## src/rtl/adder_rr_arbiter.sv

```systemverilog
//==============================================================================
// Module   : adder_rr_arbiter
// Purpose  : Round-robin sequencer sharing one external combinational adder
//            among NREQ requesters; results are returned tagged with the
//            requester id. Optional macro ADDER_ARB_PIPE_EN overlaps the
//            response handshake with the next grant.
// Revision : 1.0 - initial release
//==============================================================================
`default_nettype none

module adder_rr_arbiter #(
    parameter int NREQ = 4,
    parameter int W    = 7,
    parameter int IDW  = $clog2(NREQ)
) (
    input  logic              clk,
    input  logic              rst_n,
    input  logic [NREQ-1:0]   req_valid_i,
    output logic [NREQ-1:0]   req_ready_o,
    input  logic [NREQ*W-1:0] req_a_i,
    input  logic [NREQ*W-1:0] req_b_i,
    input  logic [NREQ-1:0]   req_cin_i,
    output logic [W-1:0]      add_a_o,
    output logic [W-1:0]      add_b_o,
    output logic              add_cin_o,
    input  logic [W:0]        add_sum_i,
    output logic              rsp_valid_o,
    input  logic              rsp_ready_i,
    output logic [IDW-1:0]    rsp_id_o,
    output logic [W:0]        rsp_sum_o
);

    localparam int PW = IDW + 1;

    typedef enum logic [1:0] {
        S_IDLE = 2'd0,
        S_EXEC = 2'd1,
        S_RESP = 2'd2
    } state_t;

    state_t          state_q;
    logic [IDW-1:0]  ptr_q;
    logic [IDW-1:0]  ptr_d;
    logic [W-1:0]    add_a_q;
    logic [W-1:0]    add_b_q;
    logic            add_cin_q;
    logic            rsp_valid_q;
    logic [IDW-1:0]  rsp_id_q;
    logic [W:0]      rsp_sum_q;

    logic            gnt_found;
    logic [IDW-1:0]  gnt_idx;
    logic [PW-1:0]   scan_pos;
    logic            arb_en;
    logic            accept;
    logic [W-1:0]    sel_a;
    logic [W-1:0]    sel_b;
    logic            sel_cin;

    // Scan ptr, ptr+1, ... wrapping modulo NREQ; first valid requester wins.
    always_comb begin
        gnt_found = 1'b0;
        gnt_idx   = '0;
        scan_pos  = '0;
        for (int k = 0; k < NREQ; k++) begin
            scan_pos = {1'b0, ptr_q} + PW'(k);
            if (scan_pos >= PW'(NREQ)) begin
                scan_pos = scan_pos - PW'(NREQ);
            end
            if (!gnt_found && req_valid_i[scan_pos[IDW-1:0]]) begin
                gnt_found = 1'b1;
                gnt_idx   = scan_pos[IDW-1:0];
            end
        end
    end

    assign ptr_d = (gnt_idx == IDW'(NREQ - 1)) ? '0 : gnt_idx + IDW'(1);

`ifdef ADDER_ARB_PIPE_EN
    assign arb_en = (state_q == S_IDLE) || ((state_q == S_RESP) && rsp_ready_i);
`else
    assign arb_en = (state_q == S_IDLE);
`endif

    assign accept  = arb_en && gnt_found;
    assign sel_a   = req_a_i[int'(gnt_idx) * W +: W];
    assign sel_b   = req_b_i[int'(gnt_idx) * W +: W];
    assign sel_cin = req_cin_i[gnt_idx];

    generate
        for (genvar i = 0; i < NREQ; i++) begin : g_ready
            assign req_ready_o[i] = accept && (gnt_idx == IDW'(i));
        end
    endgenerate

    always_ff @(posedge clk or negedge rst_n) begin
        if (!rst_n) begin
            state_q     <= S_IDLE;
            ptr_q       <= '0;
            add_a_q     <= '0;
            add_b_q     <= '0;
            add_cin_q   <= 1'b0;
            rsp_valid_q <= 1'b0;
            rsp_id_q    <= '0;
            rsp_sum_q   <= '0;
        end else begin
            case (state_q)
                S_IDLE: ;
                S_EXEC: begin
                    rsp_sum_q   <= add_sum_i;
                    rsp_valid_q <= 1'b1;
                    state_q     <= S_RESP;
                end
                S_RESP: begin
                    if (rsp_ready_i) begin
                        rsp_valid_q <= 1'b0;
                        state_q     <= S_IDLE;
                    end
                end
                default: state_q <= S_IDLE;
            endcase
            // Accept only fires in IDLE or (pipelined) completing RESP, so it overrides the above.
            if (accept) begin
                add_a_q   <= sel_a;
                add_b_q   <= sel_b;
                add_cin_q <= sel_cin;
                rsp_id_q  <= gnt_idx;
                ptr_q     <= ptr_d;
                state_q   <= S_EXEC;
            end
        end
    end

    assign add_a_o     = add_a_q;
    assign add_b_o     = add_b_q;
    assign add_cin_o   = add_cin_q;
    assign rsp_valid_o = rsp_valid_q;
    assign rsp_id_o    = rsp_id_q;
    assign rsp_sum_o   = rsp_sum_q;

endmodule

`default_nettype wire

```

## config.mk

```make
export PLATFORM = sky130hd
export DESIGN_NAME = adder_rr_arbiter
export DESIGN_NICKNAME = d
export VERILOG_FILES = /design/src/rtl/adder_rr_arbiter.sv
export SDC_FILE = /design/constraint.sdc
export NUM_CORES = 1
export LEC_CHECK = 0
export CAP_MARGIN = 25
export CELL_PAD_IN_SITES_DETAIL_PLACEMENT = 0
export CELL_PAD_IN_SITES_GLOBAL_PLACEMENT = 1
export CORE_ASPECT_RATIO = 0.7
export CORE_MARGIN = 5
export CORE_UTILIZATION = 29
export DETAILED_ROUTE_END_ITERATION = 12
export PLACE_DENSITY_LB_ADDON = 0.15
export SLEW_MARGIN = 10
export SYNTH_ARGS = -nofsm -noshare
export SYNTH_HDL_FRONTEND = slang
export SYNTH_SLANG_ARGS = --single-unit
```

## constraint.sdc

```tcl
create_clock -name clk -period 4.46 [get_ports clk]
set_input_delay 0.892 -clock clk [delete_from_list [all_inputs] [get_ports clk]]
set_output_delay 0.892 -clock clk [all_outputs]
set_load 0.03 [all_outputs]
```

Yosys cells after proc, flatten, opt, wreduce, memory -nomap -nowiden --
Cells that the tools add are included.
Cells by class: multiplexer cells 28, reduce and logical (&&, ||, !) cells 16, shift operators 2, add/sub/neg operators 8, multiply operators 1, equal/unequal tests 8, div/mod/pow operators 0, bitwise logic cells 0, magnitude comparators 9
Operators by type and width (number):
- variable part select 28 x 32 -> 7 bit | 1
- variable part select 28 x 6 -> 7 bit | 1
- two-way mux 2 bit | 11
- < comparator 2 x 3 -> 1 bit, second input constant | 5
- binary-select mux 1 bit (select 2 bit) | 5
- two-way mux 1 bit | 10
- greater-or-equal comparator 3 bit, second input constant | 3
- logical AND 1 bit | 8
- subtractor 2 x 1 -> 2 bit, second input constant | 4
- adder 2 x 2 -> 3 bit, second input constant | 2
- == test 2 bit, second input constant | 3
- case mux 2 bit (3 select lines) | 1
- multiplier 2 x 3 -> 5 bit, second input constant | 1
- == test 2 x 1 -> 1 bit, second input constant | 2
- logical NOT 2 bit | 2
- AND reduction 2 bit | 2
- adder 2 x 1 -> 3 bit, second input constant | 1
- greater-or-equal comparator 2 x 3 -> 1 bit, second input constant | 1
- logical NOT 1 bit | 3
- inequality test 3 bit, second input constant | 1
- adder 2 x 1 -> 2 bit, second input constant | 1
- inequality test 2 x 1 -> 1 bit, second input constant | 1
- inequality test 2 bit, second input constant | 1
- case mux 1 bit (2 select lines) | 1
- nonzero test 2 bit | 1
Storage, ports and cells: bits in latches 0, register bits 30, memories 0, bits in writable memories 0, output and inout bits 30, logic and storage cells 80, input port bits 75, ROM bits 0

Depth between registers and ports, before layout --
Gate-level depths: netlist (run 1).
depth in word-level cells 17, mapped depth 8

Worst setup path after synthesis (run 1) --
No wires, ideal clock.
kind input to output, from input port req_valid_i[3], to output port req_ready_o[2], stages on the path 8, slack 1.428 ns, arrival 2.140 ns, buffers on the path 2, required time 3.568 ns, cell sequence mux2i_1 > o2bb2ai_2 > nor2_4 > inv_2 > buf_6 > buf_4 > ha_1 > and2_1
Between the ends: cells in the longest elaborated chain, start to end 14, elaborated cells between the ends (all ways) 25, classes of those cells eq/ne (1); mux (16); reduce/logical (8)
Ends and longest elaborated chain:
- start, declared | line 18 | input logic [NREQ-1:0] req_valid_i,
- binary-select mux 1 bit (select 2 bit) | line 70 | if (!gnt_found && req_valid_i[scan_pos[IDW-1:0]]) begin
- two-way mux 1 bit (not written as such) | line 70
- two-way mux 1 bit | line 70
- logical NOT 1 bit | line 70
- logical AND 1 bit | line 70
- two-way mux 1 bit | line 70
- logical NOT 1 bit | line 70
- logical AND 1 bit | line 70
- two-way mux 1 bit | line 70
- logical NOT 1 bit | line 70
- logical AND 1 bit | line 70
- two-way mux 2 bit * | line 70
- via gnt_idx[0] | line 52 | logic [IDW-1:0] gnt_idx;
- == test 2 bit * | line 92 | assign req_ready_o[i] = accept && (gnt_idx == IDW'(i));
- logical AND 1 bit * | line 92
- end, declared | line 19 | output logic [NREQ-1:0] req_ready_o,
The timed path passes the listed nets; every way through them passes the cells marked *. The select of a mux whose other input is x is not followed.

Worst setup path in the final report (run 1) --
from input port req_valid_i[3], to output port req_ready_o[1]
Between the ends: cells in the longest elaborated chain, start to end 14, elaborated cells between the ends (all ways) 25, classes of those cells eq/ne (1); mux (16); reduce/logical (8)
Ends and longest elaborated chain (line):
- binary-select mux 1 bit (select 2 bit) | 70
- two-way mux 1 bit (not written as such) | 70
- two-way mux 1 bit | 70
- logical NOT 1 bit | 70
- logical AND 1 bit | 70
- two-way mux 1 bit | 70
- logical NOT 1 bit | 70
- logical AND 1 bit | 70
- two-way mux 1 bit | 70
- logical NOT 1 bit | 70
- logical AND 1 bit | 70
- two-way mux 2 bit * | 70
- via gnt_idx[1] | 52
- == test 2 x 1 -> 1 bit * | 92
- logical AND 1 bit * | 92
Marked as above.

==> results of run 1 <==
## metrics by stage
stage	worst slack, ps	total power [uW]	hold WS [ps]
5_1_grt	321	2070	508
4_1_cts	446	1960	483
3_5_place_dp	462	1730	469
6_report	466	1930	478
3_3_place_gp	519	1710	461
2_1_floorplan	1430	1240	463
## worst min-delay path by stage
stage                                       start                 endpoint  slack, ps  cells after the start
after global routing      rsp_id_o[1]$_DFFE_PN0P_  rsp_id_o[1]$_DFFE_PN0P_        510                      1
after detailed placement  rsp_id_o[1]$_DFFE_PN0P_  rsp_id_o[1]$_DFFE_PN0P_        470                      1
after global placement    rsp_id_o[1]$_DFFE_PN0P_  rsp_id_o[1]$_DFFE_PN0P_        460                      1
after CTS                 rsp_id_o[1]$_DFFE_PN0P_  rsp_id_o[1]$_DFFE_PN0P_        480                      1
final                     rsp_id_o[1]$_DFFE_PN0P_  rsp_id_o[1]$_DFFE_PN0P_        480                      1
after floorplan            state_q[1]$_DFFE_PN0P_  rsp_valid_o$_DFFE_PN0P_        460                      1
## state kept, by name, summed over array words and instances (netlist names)
signal	count
add_a_o	7
add_b_o	7
add_cin_o	1
ptr_q	2
rsp_id_o	2
rsp_sum_o	8
rsp_valid_o	1
state_q	2
## layout make-up
type,count,area (um^2)
Tap cell,75,93.8
Timing Repair Buffer,111,1090
Fill cell,536,2840
Clock buffer,7,86.3
Clock inverter,1,5.00
Multi-Input combinational cell,124,955
Sequential cell,30,751
Inverter,4,15.0
## power groups by stage
stage / sequential (uW) / clock [uW] / combinational, uW
detailed placement: 502 / 0 / 1230
finish: 499 / 220 / 1210
floorplan: 725 / 0 / 520
global placement: 499 / 0 / 1210
CTS: 500 / 229 / 1230
global route: 520 / 243 / 1310
## metal layers
layer  wire length [um]  GRT usage (%)  vias up
met5                  0              0        -
met3                628           7.14        5
met1               2700           20.1      797
met4                 36           3.02        0
met2               2410           23.2       68
li1                   -              -      838
## logic make-up after synthesis
group / count (synthesis) / share of synthesized area, %
buffers and inverters: 14 / 3.81
DFF: 30 / 42.3
muxes: 24 / 16.0
adders and majority gates: 4 / 2.82
and+or+nand+nor: 44 / 13.3
AOI/OAI and AO/OA: 52 / 21.7
## layout by cell type, fill, tap and decap left out, types with 2 or more instances in the layout
| master | netlist | layout |
|---|---|---|
| clkdlybuf4s50_1 | 0 | 102 |
| dfrtp_1 | 30 | 30 |
| nor2_1 | 14 | 14 |
| a211oi_1 | 13 | 13 |
| mux2_2 | 11 | 11 |
| o21ai_0 | 10 | 10 |
| nand3_1 | 9 | 9 |
| a21oi_1 | 9 | 9 |
| a221o_1 | 9 | 9 |
| buf_4 | 1 | 8 |
| mux2i_1 | 7 | 7 |
| and3_1 | 6 | 6 |
| mux2_4 | 6 | 6 |
| clkbuf_8 | 0 | 6 |
| nand2_1 | 4 | 4 |
| and2_1 | 4 | 4 |
| a21o_1 | 4 | 4 |
| ha_1 | 4 | 4 |
| inv_1 | 3 | 3 |
| a21boi_0 | 2 | 2 |
==> key figures, run 1 <==
Setup path
  – Setup crit start: req_valid_i[3]
  – Crit path capture: req_ready_o[1]
  – Worst path max stage delay: 660 ps
  – Reg2reg start: ptr_q[1]$_DFFE_PN0P_
  – Crit-path slowest cell: clkdlybuf4s50_1
  – Path type of the worst setup path: input port to output pin
  – Peak fanout along the critical path: 5
  – Crit-path cells: clkdlybuf4s50_1 -> nand2b_1 -> a211oi_1 -> nor2_1 -> inv_1 -> ha_1 -> and2_1 -> clkdlybuf4s50_1
  – Worst reg2reg endpoint: add_b_o[3]$_DFFE_PN0P_
  – R2R Setup Slk: between 2000 and 2500 ps
  – Startpoint types: input port
  – CP Buf/Inv Count: 3
  – Crit path required time: approximately 3600 ps
  – Arr. time, crit path: 3100 ps
  – Top delay family on crit path: buffers and inverters
  – Worst path depth: 8
  – Setup crit end kind: output pin
  – Worst path most repeated cell: clkdlybuf4s50_1
  – Register-to-Register Path Depth: 7

Final layout
  – Nets@finish: ~360
  – Layout cell share with drive strength beyond 1: 14.4%
  – Util after Layout: 51.3%
  – Ant diodes: 0
  – Finished Layout Cells: around 350
  – P&R area growth vs syn: 69.1%
  – Fin area: 0.00300 mm^2

Global routing
  – Grt total ovfl: 0
  – First-pass GRT wire length: between 9000 and 10,000 um
  – Initial antenna violation count: 0
  – GRT Util Overall: between 10% and 20%
  – Vias in the first global route: approximately 1,800
  – Largest net degree at the start of global routing: 31

Synth
  – Syn Nets: ~250
  – Post-synth top cells: 30 x dfrtp_1, 14 x nor2_1, 13 x a211oi_1, 11 x mux2_2, 10 x o21ai_0
  – Synth Instances: approximately 170
  – Leading area contributor after synthesis: dfrtp_1
  – YS warnings: 0
  – Library cells used by synthesis: 34
  – Most used DFF post-synth: dfrtp_1
  – Post-Syn Area: ~0.0018 mm^2
  – Number of synthesized flops with an enable pin: 0
  – Avg Inst Size Synth: 10.6 um^2
  – Async SR Flop Fraction: between 90% and 100%
  – Ranking of synthesized cells by area: dfrtp_1 42%, mux2_2 7.0%, a211oi_1 5.5%, a221o_1 5.1%, mux2_4 5.1%
  – Yosys reg bits: 30
  – Post-synth top area share: a little over two fifths
  – Cell with the most instances after synthesis: dfrtp_1
  – Sequential fraction of the synthesis area: between 40 and 50%

Route
  – DR pass1 iterations: 4
  – Routed len/inst: 16.4 um
  – DR vias: around 1,700
  – Detail Route Antenna Nets: 0
  – WL final: approximately 5800 um
  – Initial drt markers: between 40 and 50
  – Via density: just under 5
  – Drt drc: 0

Pwr
  – Switching Power: approximately 840 uW
  – Maximum VDD drop: about 0.26 mV
  – Leakage power total: approximately 0.0013 uW
  – Switch share: 43.4%
  – Gate power share: a little over three fifths
  – PD cells: approximately 640 mW/mm^2
  – Internal Power: 1090 uW
  – Sequential power share: between 20% and 30%
  – Clock power share: ~11%

Place
  – Placed Area: roughly 0.0029 mm^2
  – Placer Congestion: around 0.7
  – Dpl hpwl: between 4000 and 5000 um
  – Placed cell count: 344
  – Port Buffers: between 100 and 150

Min path
  – Hold Crit Class: flip-flop to flip-flop

STA
  – Total negative slack: 0 ps
  – Final period utilization: between 80 and 90%
  – Slew headroom: 45.1%
  – Max Slew Vio Count: 0
  – Worst Tran Pin Value: about 820 ps
  – Setup Skew: 2.48 ps
  – RSZ-0062 raised after global routing: no
  – Final setup vio count: 0
  – Max Fclk: roughly 250 MHz
  – Endpoints failing hold: 0
  – Tmin final: roughly 4000 ps

Clock network
  – CTS tree: yes
  – Post-CTS Setup Inserts: 0
  – Num CTS Buffers: 5
  – Clock sink count: 30
  – # resized after CTS: 0
  – Clock transition at path regs: around 60 ps
  – H-tree level count: 2
  – Clk_lat worst skew: between 200 and 300 ps
  – Longest Clk Path Bufs: 2
  – Post-CTS Hold Buffers: 0
  – Clk root buf: clkbuf_8

Floorplanning
  – Die Width: around 100 um
  – Chip height: between 70 and 80 um
  – Starting Density: a little under a third
  – Core ar.: 0.00584 mm^2
  – Die ar.: a little under 0.008 mm^2
  – Top Ports: about 110
  – # rows: 23

Status
  – Status: finished, final reports clean

Flow run
  – Max-cap check violation count: 0
Note: power is estimated with default switching activity, not from simulation.
==> run 2, diff against run 1 <==
--- a/config.mk
+++ b/config.mk
@@ -9,10 +9,10 @@
 export CELL_PAD_IN_SITES_DETAIL_PLACEMENT = 0
 export CELL_PAD_IN_SITES_GLOBAL_PLACEMENT = 1
 export CORE_ASPECT_RATIO = 0.7
-export CORE_MARGIN = 5
 export CORE_UTILIZATION = 29
 export DETAILED_ROUTE_END_ITERATION = 12
 export PLACE_DENSITY_LB_ADDON = 0.15
+export REMOVE_ABC_BUFFERS = 1
 export SLEW_MARGIN = 10
 export SYNTH_ARGS = -nofsm -noshare
 export SYNTH_HDL_FRONTEND = slang
==> key figures, run 2 (synthesized netlist as in run 1, its figures left out) <==
Setup path
  – Worst path most repeated cell: clkdlybuf4s50_1
  – Reg2reg start: ptr_q[1]$_DFFE_PN0P_
  – Crit-path slowest cell: clkdlybuf4s50_1
  – Top delay family on crit path: buffers and inverters
  – Worst reg2reg endpoint: add_b_o[1]$_DFFE_PN0P_
  – R2R Setup Slk: roughly 2000 ps
  – Crit-path cells: clkdlybuf4s50_1 -> nand2b_1 -> a211oi_1 -> nor2_1 -> inv_1 -> ha_1 -> and2_1 -> clkdlybuf4s50_1
  – Worst path max stage delay: 660 ps
  – Setup crit end kind: output pin
  – Startpoint types: input port
  – Register-to-Register Path Depth: 7
  – Crit path required time: between 3000 and 4000 ps
  – Arr. time, crit path: about 3100 ps
  – Peak fanout along the critical path: 5
  – CP Buf/Inv Count: 3
  – Path type of the worst setup path: input port to output pin

Floorplanning
  – # rows: 23
  – Core ar.: 0.00581 mm^2
  – Die ar.: ~0.0064 mm^2
  – Chip height: approximately 67 um
  – Die Width: approximately 95 um
  – Starting Density: 30.5%
  – Top Ports: approximately 110

Clock network
  – Num CTS Buffers: 5
  – Post-CTS Setup Inserts: 0
  – Clk root buf: clkbuf_8
  – H-tree level count: 2
  – # resized after CTS: 0
  – Clock transition at path regs: approximately 70 ps
  – CTS tree: yes
  – Longest Clk Path Bufs: 2
  – Post-CTS Hold Buffers: 0
  – Clk_lat worst skew: between 200 and 300 ps
  – Clock sink count: 30

Place
  – Dpl hpwl: between 3000 and 4000 um
  – Port Buffers: around 100
  – Placed Area: about 0.0029 mm^2
  – Placer Congestion: about 0.81
  – DP Worst Slack: approximately 490 ps

STA
  – Tmin final: 3970 ps
  – Final setup vio count: 0
  – Setup Skew: approximately 4.3 ps
  – Endpoints failing hold: 0
  – Final WS setup: 490 ps
  – Hold Slack: approximately 500 ps
  – Slew headroom: ~50%
  – Max Slew Vio Count: 0
  – Max Fclk: 252 MHz
  – RSZ-0062 raised after global routing: no
  – Total negative slack: 0 ps
  – Final period utilization: 89.0%
  – Worst Tran Pin Value: ~750 ps

Route
  – Detail Route Antenna Nets: 0
  – Routed len/inst: 14.9 um
  – Initial drt markers: 48
  – WL final: roughly 5300 um
  – Via density: around 4.8
  – DR vias: approximately 1,700
  – Drt drc: 0
  – DR pass1 iterations: 4

Global routing
  – Grt total ovfl: 0
  – Initial antenna violation count: 0
  – GRT Util Overall: between 15 and 20%
  – First-pass GRT wire length: ~8600 um
  – Vias in the first global route: around 1,700
  – Largest net degree at the start of global routing: 31

Final layout
  – Ant diodes: 0
  – Most common cell after layout, fill and taps aside: clkdlybuf4s50_1
  – Filler cell count: between 500 and 600
  – Fin area: ~0.003 mm^2
  – Layout cell share with drive strength beyond 1: between 10% and 20%
  – Multi-input gate area: roughly 950 um^2
  – Nets@finish: ~360
  – Most frequent cells in the layout: 102 x clkdlybuf4s50_1, 30 x dfrtp_1, 14 x nor2_1
  – Sequential standard cell area: about 750 um^2
  – P&R area growth vs syn: 71.8%
  – Max FFs per register: 8

Min path
  – Hold_sp: rsp_id_o[1]$_DFFE_PN0P_
  – Hold Path Depth: 1
  – Hold Crit Class: flip-flop to flip-flop
  – Hold Path Sink: rsp_id_o[1]$_DFFE_PN0P_

Pwr
  – PD cells: roughly 670 mW/mm^2
  – Maximum VDD drop: slightly above 0.2 mV
  – Leakage power total: approximately 0.0013 uW

Status
  – Status: finished, final reports clean

Flow run
  – Max-cap check violation count: 0
-- run 2: cell types whose count changed in the layout (fill, tap and decap cells not counted), sizes merged --
cell | before | now
clkinv | 1 | 0
clkbuf | 7 | 6
bufinv | 0 | 2
-- run 2: worst register-to-register path: cells and delay by family, from the launching register on --
| kind | cells | cell delay, ps |
|---|---|---|
| DFF | 1 | 460 |
| buffers and inverters | 2 | 480 |
| muxes | 2 | 690 |
| and+or+nand+nor | 1 | 100 |
| AOI/OAI and AO/OA | 2 | 610 |
-- run 2: area by class of cell --
class | instances | share of cell area, %
clock buffers | 6 | 2.71
clock inverters | 2 | 1.97
inverters | 4 | 0.493
multi-input cells | 124 | 31.3
flip-flops and latches | 30 | 24.7
well taps | 75 | 3.08
repair buffers | 111 | 35.7
-- run 2: where the power goes --
part,internal (uW),total [uW],switching (uW)
combinational,554,1200,642
clock,238,343,105
sequential,412,498,85.5
total,1200,2040,833
-- run 2: worst max-delay path by stage --
stage,depth (start not counted),startpoint,to,slack (ps)
after global routing,8,req_valid_i[3],req_ready_o[1],350
after CTS,8,req_valid_i[3],req_ready_o[1],480
after global placement,8,req_valid_i[3],req_ready_o[1],540
after detailed placement,8,req_valid_i[3],req_ready_o[1],490
after floorplan,6,req_valid_i[3],req_ready_o[0],1370
final,8,req_valid_i[3],req_ready_o[1],490
-- run 2: layer usage --
layer	up-vias	routed length (um)	GRT usage (%)
met4	0	49	4.66
met3	4	253	4.05
met5	-	0	0
met1	789	2560	24.7
li1	840	-	-
met2	47	2390	27.8
-- run 2: through the flow --
step	utilization (%)	total power [uW]	instances
floorplan	-	1210	158
global placement	49.9	1710	344
detailed placement	49.9	1710	344
CTS	52.4	2070	352
global route	52.4	2180	352
finish	52.4	2040	352
==> run 3, diff against run 2 <==
--- a/config.mk
+++ b/config.mk
@@ -9,7 +9,7 @@
 export CELL_PAD_IN_SITES_DETAIL_PLACEMENT = 0
 export CELL_PAD_IN_SITES_GLOBAL_PLACEMENT = 1
 export CORE_ASPECT_RATIO = 0.7
-export CORE_UTILIZATION = 29
+export CORE_UTILIZATION = 27
 export DETAILED_ROUTE_END_ITERATION = 12
 export PLACE_DENSITY_LB_ADDON = 0.15
 export REMOVE_ABC_BUFFERS = 1
==> constraint.sdc (replaced) <==
create_clock -name clk -period 4.1 [get_ports clk]
set_input_delay 0.82 -clock clk [delete_from_list [all_inputs] [get_ports clk]]
set_output_delay 0.82 -clock clk [all_outputs]
set_load 0.03 [all_outputs]
==> key figures, run 3 (synthesized netlist as in run 1, its figures left out) <==
Status
  – Status: finished, final reports clean

STA
  – Slew headroom: 47.6%
  – Final setup vio count: 0
  – Max Fclk: ~260 MHz
  – Endpoints failing hold: 0
  – Tmin final: between 3000 and 4000 ps
  – Final period utilization: approximately 93%
  – Total negative slack: 0 ps
  – Max Slew Vio Count: 0
  – RSZ-0062 raised after global routing: no
  – Worst Tran Pin Value: ~800 ps
  – Setup Skew: around 7.0 ps

Global routing
  – Initial antenna violation count: 0
  – Met3 GRT Util: under 10%
  – First-pass GRT wire length: slightly below 9000 um
  – Vias in the first global route: 1,738
  – Grt total ovfl: 0
  – Grt met2 use: about 26%
  – Peak-usage layer in the global routing report: met2
  – GR Util met1: between 20% and 30%
  – Largest net degree at the start of global routing: 31
  – GRT Util Overall: 16.6%

Setup path
  – Arr. time, crit path: around 3000 ps
  – Path type of the worst setup path: input port to output pin
  – Reg2reg start: ptr_q[1]$_DFFE_PN0P_
  – Setup crit start: req_valid_i[1]
  – Startpoint types: input port
  – Crit path required time: between 3000 and 4000 ps
  – Peak fanout along the critical path: 5
  – Setup crit end kind: output pin
  – Register-to-Register Path Depth: 7

Route
  – Drt drc: 0
  – DR pass1 iterations: 4
  – DR vias: approximately 1,700
  – WL final: 5440 um
  – Detail Route Antenna Nets: 0
  – Via density: roughly 4.8
  – Routed len/inst: about 15 um
  – Initial drt markers: 74

Pwr
  – PD cells: about 700 mW/mm^2
  – Internal Power: approximately 1200 uW
  – Switch share: a little over two fifths
  – Gate power share: ~62%
  – Maximum VDD drop: between 0.3 and 0.4 mV
  – Sequential power share: between 20% and 30%
  – Leakage power total: ~0.0013 uW
  – Switching Power: between 900 and 1000 uW
  – Clock power share: 11.8%

Clock network
  – Clock sink count: 30
  – CTS tree: yes
  – Clk root buf: clkbuf_8
  – Num CTS Buffers: 5
  – Clock transition at path regs: 70 ps
  – Longest Clk Path Bufs: 2
  – H-tree level count: 2
  – Clk_lat worst skew: 280 ps

Final layout
  – Layout cell share with drive strength beyond 1: 14.8%
  – Nets@finish: 355
  – Max FFs per register: 8
  – Most frequent cells in the layout: 102 x clkdlybuf4s50_1, 30 x dfrtp_1, 14 x nor2_1
  – Finished Layout Cells: around 360
  – P&R area growth vs syn: 69.4%
  – Most common cell after layout, fill and taps aside: clkdlybuf4s50_1
  – Ant diodes: 0

Flow run
  – Max-cap check violation count: 0

Floorplanning
  – Top Ports: about 110
  – Core ar.: between 0.006 and 0.007 mm^2
  – Chip height: between 60 and 70 um
  – Die ar.: between 0.006 and 0.007 mm^2
  – # rows: 24
  – Die Width: 98.9 um
  – Starting Density: between 20% and 30%

Min path
  – Hold Crit Class: flip-flop to flip-flop
  – Hold Path Depth: 1
  – Hold_sp: rsp_id_o[0]$_DFFE_PN0P_

Place
  – Port Buffers: roughly 100
  – Dpl hpwl: 4080 um
  – Placed cell count: around 350
  – Placer Congestion: between 0.7 and 0.8
## run 3: stage by stage
| stage | worst slack [ps] | power, uW | utilization [%] | instance area (um^2) | hold WS [ps] |
|---|---|---|---|---|---|
| 2_1_floorplan | 1150 | 1320 | - | 1720 | 463 |
| 3_3_place_gp | 165 | 1860 | 46.3 | 2910 | 465 |
| 3_5_place_dp | 94.3 | 1860 | 46.3 | 2910 | 474 |
| 4_1_cts | 90.6 | 2120 | 47.8 | 3000 | 493 |
| 5_1_grt | 89.6 | 2240 | 47.8 | 3000 | 523 |
| 6_report | 271 | 2090 | 47.8 | 3000 | 491 |
## run 3: what timing repair did
action,CTS,global route
setup buffers,0,0
hold buffers,0,0
gates resized for setup,0,1
endpoints found under the setup margin,0,1
## run 3: worst paths after layout
check,to,slack [ps]
setup / recovery,req_ready_o[1],270
hold / removal,rsp_id_o[0]$_DFFE_PN0P_,490
setup reg to reg,add_b_o[0]$_DFFE_PN0P_,1600
hold reg to reg,rsp_id_o[0]$_DFFE_PN0P_,490
max in group asynchronous,add_a_o[5]$_DFFE_PN0P_,2870
min in group asynchronous,rsp_valid_o$_DFFE_PN0P_,930
## run 3: worst max-delay path: stages
cell	delay [ps]
clkdlybuf4s50_1	600
nor3b_1	100
a211oi_2	330
nor2_1	140
inv_1	110
ha_1	140
and2_1	120
clkdlybuf4s50_1	660
## run 3: metal layers
metal  vias to the layer above  wire, um
met4                         0        37
met5                         -         0
met1                       817      2680
met3                         4       291
li1                        839         -
met2                        52      2440
## run 3: power groups by stage
stage | clock network, uW | logic, uW | registers [uW]
floorplan | 0 | 530 | 788
global placement | 0 | 1310 | 545
detailed placement | 0 | 1310 | 545
CTS | 260 | 1310 | 543
global route | 268 | 1400 | 568
finish | 248 | 1300 | 543
## run 3: layout make-up
type / count / area [um^2]
timing repair buffer: 111 / 1090
clock inverter: 1 / 5.00
tap: 78 / 97.6
sequential: 30 / 751
fill: 605 / 3270
clock buffer: 7 / 86.3
inverter: 4 / 15.0
multi-input combinational: 124 / 960
